`config.mk`:
```
export PLATFORM = sky130hd
export DESIGN_NAME = sid_reg_writer
export DESIGN_NICKNAME = d
export VERILOG_FILES = /design/src/rtl/sid_pkg.sv /design/src/rtl/sid_cmd_fifo.sv /design/src/rtl/sid_reg_writer.sv
export SDC_FILE = /design/constraint.sdc
export NUM_CORES = 1
export LEC_CHECK = 0
export ABC_AREA = 1
export BUFFER_PORTS_ARGS = -buffer_cell sky130_fd_sc_hd__buf_2
export CAP_MARGIN = 15
export CORE_MARGIN = 2
export CORE_UTILIZATION = 46
export CTS_CLUSTER_SIZE = 28
export DETAILED_ROUTE_END_ITERATION = 8
export GPL_ROUTABILITY_DRIVEN = 0
export REMOVE_ABC_BUFFERS = 1
export SLEW_MARGIN = 10
export SYNTH_ARGS = -nofsm -noshare
export SYNTH_HDL_FRONTEND = slang
export SYNTH_SLANG_ARGS = --single-unit
export TNS_END_PERCENT = 10
```
`constraint.sdc`:
```
create_clock -name clk -period 2.76 [get_ports clk]
set_clock_uncertainty 0.2 [all_clocks]
set_input_delay 0.276 -clock clk [delete_from_list [all_inputs] [get_ports clk]]
set_output_delay 0.276 -clock clk [all_outputs]
set_load 0.01 [all_outputs]
```
`src/rtl/sid_pkg.sv`:
```
// -----------------------------------------------------------------------------
// sid_pkg
// Definitions shared by the SID register writer: bus widths, the writer
// FSM state type, well-known SID register addresses, and a helper that packs a
// command into a FIFO word.
// Ports: none (package).
// -----------------------------------------------------------------------------
package sid_pkg;

   localparam int SID_ADDR_W = 5;
   localparam int SID_DATA_W = 8;
   localparam int SID_CMD_W  = SID_ADDR_W + SID_DATA_W;

   // Filter register addresses in the SID register bank
   localparam logic [SID_ADDR_W-1:0] FC_LO    = 5'h15;
   localparam logic [SID_ADDR_W-1:0] FC_HI    = 5'h16;
   localparam logic [SID_ADDR_W-1:0] RES_FILT = 5'h17;

   typedef enum logic [1:0] {
      ST_IDLE  = 2'd0,
      ST_ISSUE = 2'd1,
      ST_GAP   = 2'd2
   } sid_state_t;

   // A FIFO word holds the address in the upper bits and the data in the lower bits
   function automatic logic [SID_CMD_W-1:0] pack_cmd(
      input logic [SID_ADDR_W-1:0] addr,
      input logic [SID_DATA_W-1:0] data
   );
      return {addr, data};
   endfunction

endpackage

```
`src/rtl/sid_cmd_fifo.sv`:
```
// -----------------------------------------------------------------------------
// sid_cmd_fifo
// Synchronous command FIFO for the SID register writer. The head entry is
// presented combinationally so the writer can latch it on the same edge it
// pops. Pointers wrap modulo DEPTH (DEPTH must be a power of two).
// Ports:
//   clk, rst_n          clock, asynchronous active-low reset
//   push, push_data     write request and data (ignored when full)
//   pop                 read request (ignored when empty)
//   pop_data            current head entry
//   level               occupancy, 0..DEPTH
//   full, empty         occupancy flags
// -----------------------------------------------------------------------------
module sid_cmd_fifo
   import sid_pkg::*;
#(
   parameter int DEPTH = 4,
   parameter int WIDTH = SID_CMD_W
) (
   input  logic                     clk,
   input  logic                     rst_n,
   input  logic                     push,
   input  logic [WIDTH-1:0]         push_data,
   input  logic                     pop,
   output logic [WIDTH-1:0]         pop_data,
   output logic [$clog2(DEPTH):0]   level,
   output logic                     full,
   output logic                     empty
);

   localparam int PTR_W = $clog2(DEPTH);
   localparam int LVL_W = PTR_W + 1;
   localparam logic [LVL_W-1:0] FULL_LVL = LVL_W'(DEPTH);

   logic [WIDTH-1:0] mem_reg [DEPTH];
   logic [PTR_W-1:0] wr_ptr_reg;
   logic [PTR_W-1:0] rd_ptr_reg;
   logic [LVL_W-1:0] level_reg;
   logic             do_push;
   logic             do_pop;

   assign full     = (level_reg == FULL_LVL);
   assign empty    = (level_reg == '0);
   assign do_push  = push && !full;
   assign do_pop   = pop && !empty;
   assign level    = level_reg;
   assign pop_data = mem_reg[rd_ptr_reg];

   always_ff @(posedge clk or negedge rst_n) begin
      if (!rst_n) begin
         wr_ptr_reg <= '0;
         rd_ptr_reg <= '0;
         level_reg  <= '0;
      end else begin
         if (do_push) wr_ptr_reg <= wr_ptr_reg + PTR_W'(1);
         if (do_pop)  rd_ptr_reg <= rd_ptr_reg + PTR_W'(1);
         // Push and pop together leave the occupancy unchanged
         case ({do_push, do_pop})
            2'b10:   level_reg <= level_reg + LVL_W'(1);
            2'b01:   level_reg <= level_reg - LVL_W'(1);
            default: level_reg <= level_reg;
         endcase
      end
   end

   // Storage needs no reset: entries are only read once the level says valid
   always_ff @(posedge clk) begin
      if (do_push) mem_reg[wr_ptr_reg] <= push_data;
   end

endmodule

```
`src/rtl/sid_reg_writer.sv`:
```
// -----------------------------------------------------------------------------
// sid_reg_writer
// Queues host register-write commands and replays them to the SID register
// bank as single-cycle WR strobes, with at least GAP idle cycles between
// strobes. Optional shadow copy of the register bank is enabled by defining
// the macro SID_REG_WRITER_SHADOW_EN.
// Ports:
//   clk, rst_n             clock, asynchronous active-low reset
//   iValid/oReady          command handshake
//   iAddr, iData           command address and data
//   WR, ADDR, DATA         register bank write strobe, address, data
//   oLevel                 FIFO occupancy
//   oBusy                  FIFO non-empty or write sequence in progress
//   iRdAddr, oRdData       shadow read port (SID_REG_WRITER_SHADOW_EN only)
// -----------------------------------------------------------------------------
module sid_reg_writer
   import sid_pkg::*;
#(
   parameter int DEPTH = 4,
   parameter int GAP   = 2
) (
   input  logic                     clk,
   input  logic                     rst_n,
   input  logic                     iValid,
   output logic                     oReady,
   input  logic [SID_ADDR_W-1:0]    iAddr,
   input  logic [SID_DATA_W-1:0]    iData,
   output logic                     WR,
   output logic [SID_ADDR_W-1:0]    ADDR,
   output logic [SID_DATA_W-1:0]    DATA,
   output logic [$clog2(DEPTH):0]   oLevel,
   output logic                     oBusy
`ifdef SID_REG_WRITER_SHADOW_EN
   ,
   input  logic [SID_ADDR_W-1:0]    iRdAddr,
   output logic [SID_DATA_W-1:0]    oRdData
`endif
);

   // Counter is loaded with GAP-1 so the FSM spends exactly GAP cycles in ST_GAP
   localparam logic [3:0] GAP_LOAD = (GAP > 0) ? 4'(GAP - 1) : 4'd0;

   sid_state_t             state_reg;
   logic [3:0]             gap_cnt_reg;
   logic                   wr_reg;
   logic [SID_ADDR_W-1:0]  addr_reg;
   logic [SID_DATA_W-1:0]  data_reg;

   logic [SID_CMD_W-1:0]   head_cmd;
   logic                   fifo_full;
   logic                   fifo_empty;
   logic                   fifo_pop;

   // Head is consumed on the same edge that launches the strobe
   assign fifo_pop = (state_reg == ST_IDLE) && !fifo_empty;

   sid_cmd_fifo #(
      .DEPTH (DEPTH),
      .WIDTH (SID_CMD_W)
   ) u_fifo (
      .clk       (clk),
      .rst_n     (rst_n),
      .push      (iValid),
      .push_data (pack_cmd(iAddr, iData)),
      .pop       (fifo_pop),
      .pop_data  (head_cmd),
      .level     (oLevel),
      .full      (fifo_full),
      .empty     (fifo_empty)
   );

   assign oReady = !fifo_full;
   assign oBusy  = !fifo_empty || (state_reg != ST_IDLE);
   assign WR     = wr_reg;
   assign ADDR   = addr_reg;
   assign DATA   = data_reg;

   always_ff @(posedge clk or negedge rst_n) begin
      if (!rst_n) begin
         state_reg   <= ST_IDLE;
         gap_cnt_reg <= '0;
         wr_reg      <= 1'b0;
         addr_reg    <= '0;
         data_reg    <= '0;
      end else begin
         wr_reg <= 1'b0;
         case (state_reg)
            ST_IDLE: begin
               if (!fifo_empty) begin
                  wr_reg    <= 1'b1;
                  addr_reg  <= head_cmd[SID_CMD_W-1 -: SID_ADDR_W];
                  data_reg  <= head_cmd[SID_DATA_W-1:0];
                  state_reg <= ST_ISSUE;
               end
            end
            ST_ISSUE: begin
               if (GAP > 0) begin
                  state_reg   <= ST_GAP;
                  gap_cnt_reg <= GAP_LOAD;
               end else begin
                  state_reg <= ST_IDLE;
               end
            end
            ST_GAP: begin
               if (gap_cnt_reg == 4'd0) begin
                  state_reg <= ST_IDLE;
               end else begin
                  gap_cnt_reg <= gap_cnt_reg - 4'd1;
               end
            end
            default: state_reg <= ST_IDLE;
         endcase
      end
   end

`ifdef SID_REG_WRITER_SHADOW_EN
   localparam int SHADOW_N = 1 << SID_ADDR_W;

   logic [SID_DATA_W-1:0] shadow_reg [SHADOW_N];
   logic [SHADOW_N-1:0]   shadow_we;

   // One-hot write enable decoded from the issued strobe
   generate
      for (genvar gi = 0; gi < SHADOW_N; gi++) begin : g_shadow_we
         assign shadow_we[gi] = wr_reg && (addr_reg == SID_ADDR_W'(gi));
      end
   endgenerate

   always_ff @(posedge clk or negedge rst_n) begin
      if (!rst_n) begin
         for (int i = 0; i < SHADOW_N; i++) shadow_reg[i] <= '0;
      end else begin
         for (int i = 0; i < SHADOW_N; i++) begin
            if (shadow_we[i]) shadow_reg[i] <= data_reg;
         end
      end
   end

   assign oRdData = shadow_reg[iRdAddr];
`endif

endmodule

```
---- Word level (Yosys, flattened, before mapping) ----
Memory sizes are Yosys's and may differ from the RTL's. A register that Yosys moved wholly into a read port is not among the register bits.
Index checks and enable logic that the tools add are counted.
W data, S select, Z words.
operators by class
  reduce and logical (&&, ||, !) cells .... 16
  mux-type cells .......................... 10
  bitwise logic cells ..................... 1
  $add $sub $neg .......................... 5
  equal/unequal tests ..................... 8
operator list
  kind                   number
  $pmux W4 S2            1
  $ne A2 B2 Y1 const B   3
  $pmux W2 S3            1
  $pmux W3 S2            1
  $reduce_and A2 Y1      3
  $reduce_bool A2 Y1     3
  $add A2 B1 Y2 const B  2
  $eq A2 B1 Y1 const B   2
  $eq A2 B2 Y1 const B   2
  $logic_not A4 Y1       1
  $mux W1                4
  $mux W2                2
  $mux W4                1
  $sub A4 B1 Y4 const B  1
  $add A3 B1 Y3 const B  1
  $eq A3 B3 Y1 const B   1
  $logic_and A1 B1 Y1    3
  $logic_not A1 Y1       3
  $logic_not A3 Y1       1
  $sub A3 B1 Y3 const B  1
  $logic_not A2 Y1       1
  $logic_or A1 B1 Y1     1
  $not A1 Y1             1
word-level totals
  bits in registers ....................... 14
  memories kept ........................... 1
  input port bits ......................... 16
  memory bits (writable) .................. 52
  output and inout port bits .............. 19
memory list
  memory          words  bits a word  rd ports  clocked after Yosys merged registers in  write ports  RTL line            RTL
  u_fifo.mem_reg  4      13           1         1                                        1            sid_cmd_fifo.sv:35  logic [WIDTH-1:0] mem_reg [DEPTH];

---- Logic depth before layout (Yosys ltp) ----
Gate-level depths: netlist of the first run.
  word-level depth ........................ 6
  gate-level depth with buffers ........... 12
  gate-level depth less buffers ........... 11

---- By module ----
A second synthesis of the first run with hierarchy kept.
second synthesis, totals
  cell total of the unflattened synthesis .. 307
  area total of the unflattened synthesis .. 3,394.5 um^2
by module, submodules not included
  module          cells an instance  times used  area each (um^2)
  sid_cmd_fifo    212                1           2,547.4
  sid_reg_writer  95                 1           847.1

---- Least setup slack after synthesis of the first run ----
Ideal clock, no wire load.
  path type ............................... flip-flop to flip-flop
  start ................................... reg u_fifo.level_reg[1], in the netlist u_fifo.level[1]
  end ..................................... reg u_fifo.level_reg[2], in the netlist u_fifo.level[2]
  required time ........................... 2.437 ns
  path buffers ............................ 0
  clock period less this slack ............ 2.056 ns
  stages on the path, launching flop included .. 10
  arrival time ............................ 1.733 ns
  slack ................................... 0.704 ns
  path through ............................ dfrtp_1 nor2_4 nand2_1 nand2_2 ha_1 inv_1 fa_1 nand2_1 nand3_1 xor2_1
between the ends
  elaborated cells between the ends (all ways) .. 13
  classes of those cells .................. 2 x add/sub; 3 x eq/ne; 1 x mux; 7 x reduce/logical
RTL lines
  element                                                   RTL line              RTL
  start, declared                                           sid_cmd_fifo.sv:38    logic [LVL_W-1:0] level_reg;
  start signal, assigned                                    sid_cmd_fifo.sv:59    2'b10: level_reg <= level_reg + LVL_W'(1);
  start signal, assigned                                    sid_cmd_fifo.sv:60    2'b01: level_reg <= level_reg - LVL_W'(1);
  start signal, assigned                                    sid_cmd_fifo.sv:61    default: level_reg <= level_reg;
  $eq A3 B3 Y1 (*)                                          sid_cmd_fifo.sv:42    assign full = (level_reg == FULL_LVL);
  $logic_not A1 Y1 (*)                                      -
  net oReady                                                sid_reg_writer.sv:25  output logic oReady,
  $logic_and A1 B1 Y1 (*)                                   sid_cmd_fifo.sv:44    assign do_push = push && !full;
  $eq A2 B1 Y1 / $eq A2 B2 Y1 (equally long branches)       sid_cmd_fifo.sv:58    case ({do_push, do_pop})
  $pmux W3 S2 / $reduce_bool A2 Y1 (equally long branches)  -
The timed path passes the listed nets; every way through them passes the cells marked *.
A chain may end at the register's enable or synchronous reset.

---- Worst setup path after layout of the first run ----
  start ................................... reg state_reg[1]
  end ..................................... reg u_fifo.level_reg[2], in the netlist u_fifo.level[2]
between the ends
  word-level cells in the longest chain between the ends .. 5
  elaborated cells between the ends (all ways) .. 7
  classes of those cells .................. 2 x eq/ne; 1 x mux; 4 x reduce/logical
ends and longest elaborated chain
  element                                                   RTL line              RTL
  start, declared                                           sid_reg_writer.sv:43  sid_state_t state_reg;
  start signal, assigned                                    sid_reg_writer.sv:80  state_reg <= ST_IDLE;
  start signal, assigned                                    sid_reg_writer.sv:93  state_reg <= ST_ISSUE;
  start signal, assigned                                    sid_reg_writer.sv:98  state_reg <= ST_GAP;
  $logic_not A2 Y1 (*)                                      sid_reg_writer.sv:55  assign fifo_pop = (state_reg == ST_IDLE) && !fifo_empty;
  $logic_and A1 B1 Y1 (*)                                   sid_reg_writer.sv:55
  $logic_and A1 B1 Y1 (*)                                   sid_cmd_fifo.sv:45    assign do_pop = pop && !empty;
  $eq A2 B1 Y1 / $eq A2 B2 Y1 (equally long branches)       sid_cmd_fifo.sv:58
  $pmux W3 S2 / $reduce_bool A2 Y1 (equally long branches)  -
Every way passes the cells marked *; elsewhere a longest branch is shown, timed or not.

==> results of run 1 <==
-- cell families (layout without fill, tap and decap cells) --
group / count (synthesis) / count (layout) / share of synthesized area, %
buffers and inverters: 82 / 143 / 10.2
XOR/XNOR: 6 / 6 / 1.52
adder cells (fa/ha/maj): 7 / 7 / 2.75
AO/OA/AOI/OAI: 2 / 2 / 0.289
AND/OR/NAND/NOR: 172 / 172 / 20.6
flip-flops: 79 / 79 / 64.6
-- power by group through the flow --
stage	logic [W]	clock network [W]	registers, W
floorplan	0.00102	0	0.00192
global placement	0.00160	0	0.00186
detailed placement	0.00164	0	0.00187
CTS	0.00166	0.000951	0.00185
global route	0.00187	0.00102	0.00188
finish	0.00162	0.000928	0.00184
-- metrics by stage --
stage                     power (W)  area, um^2  std cells  utilization, %  worst slack (ns)
after floorplan             0.00294        3380        338               -             0.704
after CTS                   0.00446        4110        508            56.6             0.547
final                       0.00439        4110        508            56.6             0.573
after global routing        0.00477        4110        508            56.6             0.378
after global placement      0.00346        3720        477            51.3             0.594
after detailed placement    0.00351        3720        477            51.3             0.549
-- cells in the final DEF, fill, tap and decap left out --
cell,instances
ha_1,6
nor2_2,1
dfrtp_1,27
buf_4,6
nand2_4,1
dlygate4sd3_1,15
clkbuf_16,2
nand2_1,126
nor2_4,1
fa_1,1
nor2_1,7
nand3b_1,1
o21ai_1,1
nand3_1,32
o21ai_0,1
xnor2_1,2
inv_4,2
buf_2,34
inv_1,68
nand2_2,2
xor2_1,4
edfxtp_1,52
or2_0,1
inv_2,2
clkbuf_8,13
clkbuf_1,1
-- per-layer routing --
metal	vias up	GRT usage [%]
met5	-	0
met4	0	5.38
met3	7	4.67
met2	44	27.5
met1	1064	21.7
li1	1173	-
-- critical path, stage by stage, from the launching register on --
cell and delay (ns):
dfrtp_1 0.40, nor2_2 0.17, nand2_4 0.17, inv_4 0.19
ha_1 0.19, inv_1 0.06, fa_1 0.38, nand2_1 0.09
nand3_1 0.08, xor2_1 0.14
-- final cells by class --
class	count	share of cell area [%]
multi-input combinational	187	21.2
timing repair buffer	55	8.90
inverter	72	6.70
sequential	79	54.5
clock buffer	16	5.67
tap	99	3.02
-- path summary, 6_finish.rpt --
| kind | end | depth (start not counted) |
|---|---|---|
| max | u_fifo.level[2] | 9 |
| min | ADDR[4] | 2 |
| max reg2reg | u_fifo.level[2] | 9 |
| min reg2reg | ADDR[4] | 2 |
| max in group asynchronous | DATA[1] | 2 |
| min in group asynchronous | ADDR[2] | 2 |
==> results.py, run 1 <==
metrics = {
    "final_layout": {
        "drive_gt1_share_pct": 15.6,
        "regArea_mm2": 0.00224,
        "multi_input_area_um2": 872,
        "area_delta_synth_final_pct": 18.7,
        "largest_register_ffs": 52,
        "fin_nets": 427,
        "fill_cells": 657,
        "antenna_cells": 0,
    },
    "worst_setup_path": {
        "cp.required_ns": 2.79,
        "reg2reg_setup_slack_ns": 0.57,
        "end_kind": "register",
        "crit_type": "reg2reg",
        "crit_path_start": "state_reg[1]",
        "r2r-start": "state_reg[1]",
        "start_kind": "register",
        "cp_max_fo": 18,
        "worstPathArrival_ns": 2.21,
    },
    "drt": {
        "wl_met1_um": 3020,
        "drt_iter0_drc": 168,
        "dr.pass1.iters": 4,
        "finalWirelength_um": 6430,
        "antenna_left": 0,
        "vias": 2288,
        "dr_wl_met2_um": 3100,
        "route.detailed.drc": 0,
        "wl_per_cell_um": 12.7,
        "viasPerCell": 4.50,
        "dr_wl_met3_um": 238,
        "highest_layer": "met4",
    },
    "power": {
        "leakagePower_nw": 2.04,
        "internal-power_w": 0.00275,
        "p_comb_share_pct": 36.9,
        "powerDensity_mw_per_mm2": 1070,
        "power_switching_share_pct": 37.3,
        "p_clk_share_pct": 21.1,
        "p_seq_share_pct": 42.0,
        "p_sw_w": 0.00164,
        "ir_worst_vdd_uv": 501,
    },
    "floorplanning": {
        "rows": 31,
        "initial_utilization_pct": 47.7,
        "coreArea_mm2": 0.00725,
        "die_h_um": 90.7,
        "die_w_um": 90.7,
        "io_pins": 35,
        "dieArea_mm2": 0.00823,
    },
    "status": {
        "status": "finished, final reports clean",
    },
    "global_route": {
        "grt_pass1_wl_um": 10600,
        "grt_pass1_vias": 2122,
        "grt_usage_pct": 16.8,
        "grt_start_max_net_pins": 28,
        "antenna_found_initial": 0,
        "grt_overflow": 0,
    },
    "clock_tree": {
        "cts_setup_buffers": 0,
        "htreeDepth": 3,
        "cts.root.buffer_cell": "clkbuf_8",
        "cts_resized": 0,
        "clock-sinks": 79,
        "holdBufCountCts": 15,
        "cts_buffers": 9,
        "clk_latency_ns": 0.33,
        "path_clk_slew_ns": 0.08,
        "cts_tree": "built",
        "clockBufferDepth": 2,
    },
    "timing": {
        "period_needed_ns": 2.19,
        "tightest_slew_ns": 0.627,
        "relSlewSlack_pct": 58.2,
        "drv_slew": 0,
        "timing.final.crit_share_pct": 79.2,
        "whs_ns": 0.278,
        "setup-violations-final": 0,
        "finalHoldViolations": 0,
        "rsz0062_at_grt": "false",
        "fmax_ghz": 0.457,
        "tns_ns": 0,
    },
    "yosys": {
        "synth_edf_count": 52,
        "synth_top_area_cell": "edfxtp_1",
        "synthTopCellsByCount": "nand2_1, inv_1, edfxtp_1",
        "synthCells": 348,
        "yosysUniqueCellTypes": 23,
        "synthArstFlopShare_pct": 34.2,
        "synth_area_leaders": "edfxtp_1, dfrtp_1, nand2_1",
        "netlist.area_leader.share_pct": 45.1,
        "synth.most_common_cell": "nand2_1",
        "syn_area_per_cell_um2": 9.94,
        "ys_seq_area_share_pct": 64.6,
        "synth_ff_type": "edfxtp_1",
        "syn_area_mm2": 0.00346,
        "ys_seq_elements": 79,
        "yosysWarnings": 0,
    },
    "job": {
        "maxCapViolCount": 0,
    },
    "placement": {
        "io_buffer_count": 34,
        "hpwl_um": 3960,
    },
    "min_path": {
        "hp-class": "reg2reg",
        "worst_hold_startpoint": "ADDR[4]",
    },
}
Power figures use the tool's default switching activity.
==> run 2: changes to the inputs <==
==> constraint.sdc (replaced) <==
create_clock -name clk -period 2.1 [get_ports clk]
set_clock_uncertainty 0.2 [all_clocks]
set_input_delay 0.21 -clock clk [delete_from_list [all_inputs] [get_ports clk]]
set_output_delay 0.21 -clock clk [all_outputs]
set_load 0.01 [all_outputs]
==> results.py, run 2 (same netlist as run 1, synthesis figures left out) <==
metrics = {
    "clock_tree": {
        "cts.root.buffer_cell": "clkbuf_8",
        "cts_buffers": 9,
        "clk_latency_ns": 0.34,
        "cts_resized": 0,
        "clock-sinks": 79,
        "htreeDepth": 3,
        "cts_setup_buffers": 0,
        "clockBufferDepth": 2,
        "holdBufCountCts": 15,
        "cts_tree": "built",
        "path_clk_slew_ns": 0.08,
    },
    "power": {
        "leakagePower_nw": 2.03,
        "powerDensity_mw_per_mm2": 1370,
        "total_power_w": 0.00559,
        "ir_worst_vdd_uv": 483,
    },
    "worst_setup_path": {
        "worstPathArrival_ns": 1.99,
        "crit_type": "reg2reg",
        "start_kind": "register",
        "cp.required_ns": 2.13,
        "end_kind": "register",
        "cp_max_fo": 4,
    },
    "timing": {
        "period_needed_ns": 1.96,
        "setup-violations-final": 0,
        "fmax_ghz": 0.511,
        "tightest_slew_ns": 0.669,
        "tns_ns": 0,
        "rsz0062_at_grt": "false",
        "drv_slew": 0,
        "timing.final.crit_share_pct": 93.2,
        "finalHoldViolations": 0,
        "relSlewSlack_pct": 55.4,
    },
    "final_layout": {
        "fin_nets": 432,
        "layout_commonest_cell": "nand2_1",
        "regArea_mm2": 0.00224,
        "area_delta_synth_final_pct": 17.8,
        "largest_register_ffs": 52,
        "final_cell_mix": "nand2_1, inv_1, edfxtp_1",
        "multi_input_area_um2": 872,
        "fill_cells": 658,
        "antenna_cells": 0,
        "drive_gt1_share_pct": 16.2,
    },
    "drt": {
        "vias": 2278,
        "dr.pass1.iters": 4,
        "finalWirelength_um": 6290,
        "route.detailed.drc": 0,
        "drt_iter0_drc": 72,
        "viasPerCell": 4.44,
        "antenna_left": 0,
        "wl_per_cell_um": 12.3,
    },
    "global_route": {
        "antenna_found_initial": 0,
        "grt_start_max_net_pins": 28,
        "grt_usage_pct": 16.6,
        "grt_pass1_vias": 2161,
        "grt_overflow": 0,
        "grt_pass1_wl_um": 10400,
    },
    "min_path": {
        "hp-class": "in2async",
    },
    "floorplanning": {
        "coreArea_mm2": 0.00725,
        "io_pins": 35,
        "rows": 31,
        "dieArea_mm2": 0.00823,
        "die_h_um": 90.7,
        "initial_utilization_pct": 47.7,
        "die_w_um": 90.7,
    },
    "status": {
        "status": "finished, final reports clean",
    },
    "placement": {
        "hpwl_um": 3830,
        "io_buffer_count": 34,
    },
    "job": {
        "maxCapViolCount": 0,
    },
}
run 2: cell type report:
type,instances,area share (%)
clock buffers,12,3.56
well taps,99,3.04
clock inverters,4,0.522
inverters,72,6.75
multi-input cells,187,21.4
repair buffers,60,9.88
flip-flops and latches,79,54.9
run 2: per-layer routing:
metal  GRT usage [%]  routed length, um  vias up
li1                -                  -     1182
met1            21.3               2920     1050
met2            28.0               3050       37
met3            2.92                206        9
met4            6.54                110        0
met5               0                  0        -
run 2: stage by stage:
step / hold WS [ns] / cell area, um^2 / utilization, % / instances / setup slack [ns]
4_1_cts: 0.255 / 4080 / 56.2 / 513 / 0.119
3_3_place_gp: 0.0715 / 3760 / 51.9 / 482 / 0.164
6_report: 0.247 / 4080 / 56.2 / 513 / 0.143
3_5_place_dp: 0.0870 / 3760 / 51.9 / 482 / 0.131
2_1_floorplan: -0.286 / 3380 / - / 338 / 0.0438
5_1_grt: 0.302 / 4080 / 56.2 / 513 / 0.0107
run 2: final timing paths:
kind                                  from  cells past startpoint               to  slack (ns)
min in group clk                   ADDR[2]                      2          ADDR[2]        0.27
max reg2reg                u_fifo.level[1]                      9  u_fifo.level[2]        0.14
max in group asynchronous            rst_n                      2          DATA[7]        1.02
min                                  rst_n                      2               WR        0.25
min reg2reg                        ADDR[2]                      2          ADDR[2]        0.27
max                        u_fifo.level[1]                      9  u_fifo.level[2]        0.14
run 2: critical path, stage by stage, from the launching register on:
cell and delay (ns):
dfrtp_1 0.43, nor2_4 0.14, nand2_1 0.10, nand2_2 0.08, ha_1 0.15, inv_1 0.06, fa_1 0.37, nand2_1 0.08
nand3_1 0.08, xor2_1 0.14
run 2: power breakdown:
part / leakage, nW / internal (W) / switching [W]
clock network: 0.0838 / 0.000455 / 0.000522
registers: 0.807 / 0.00215 / 0.000223
logic: 1.14 / 0.000830 / 0.00142
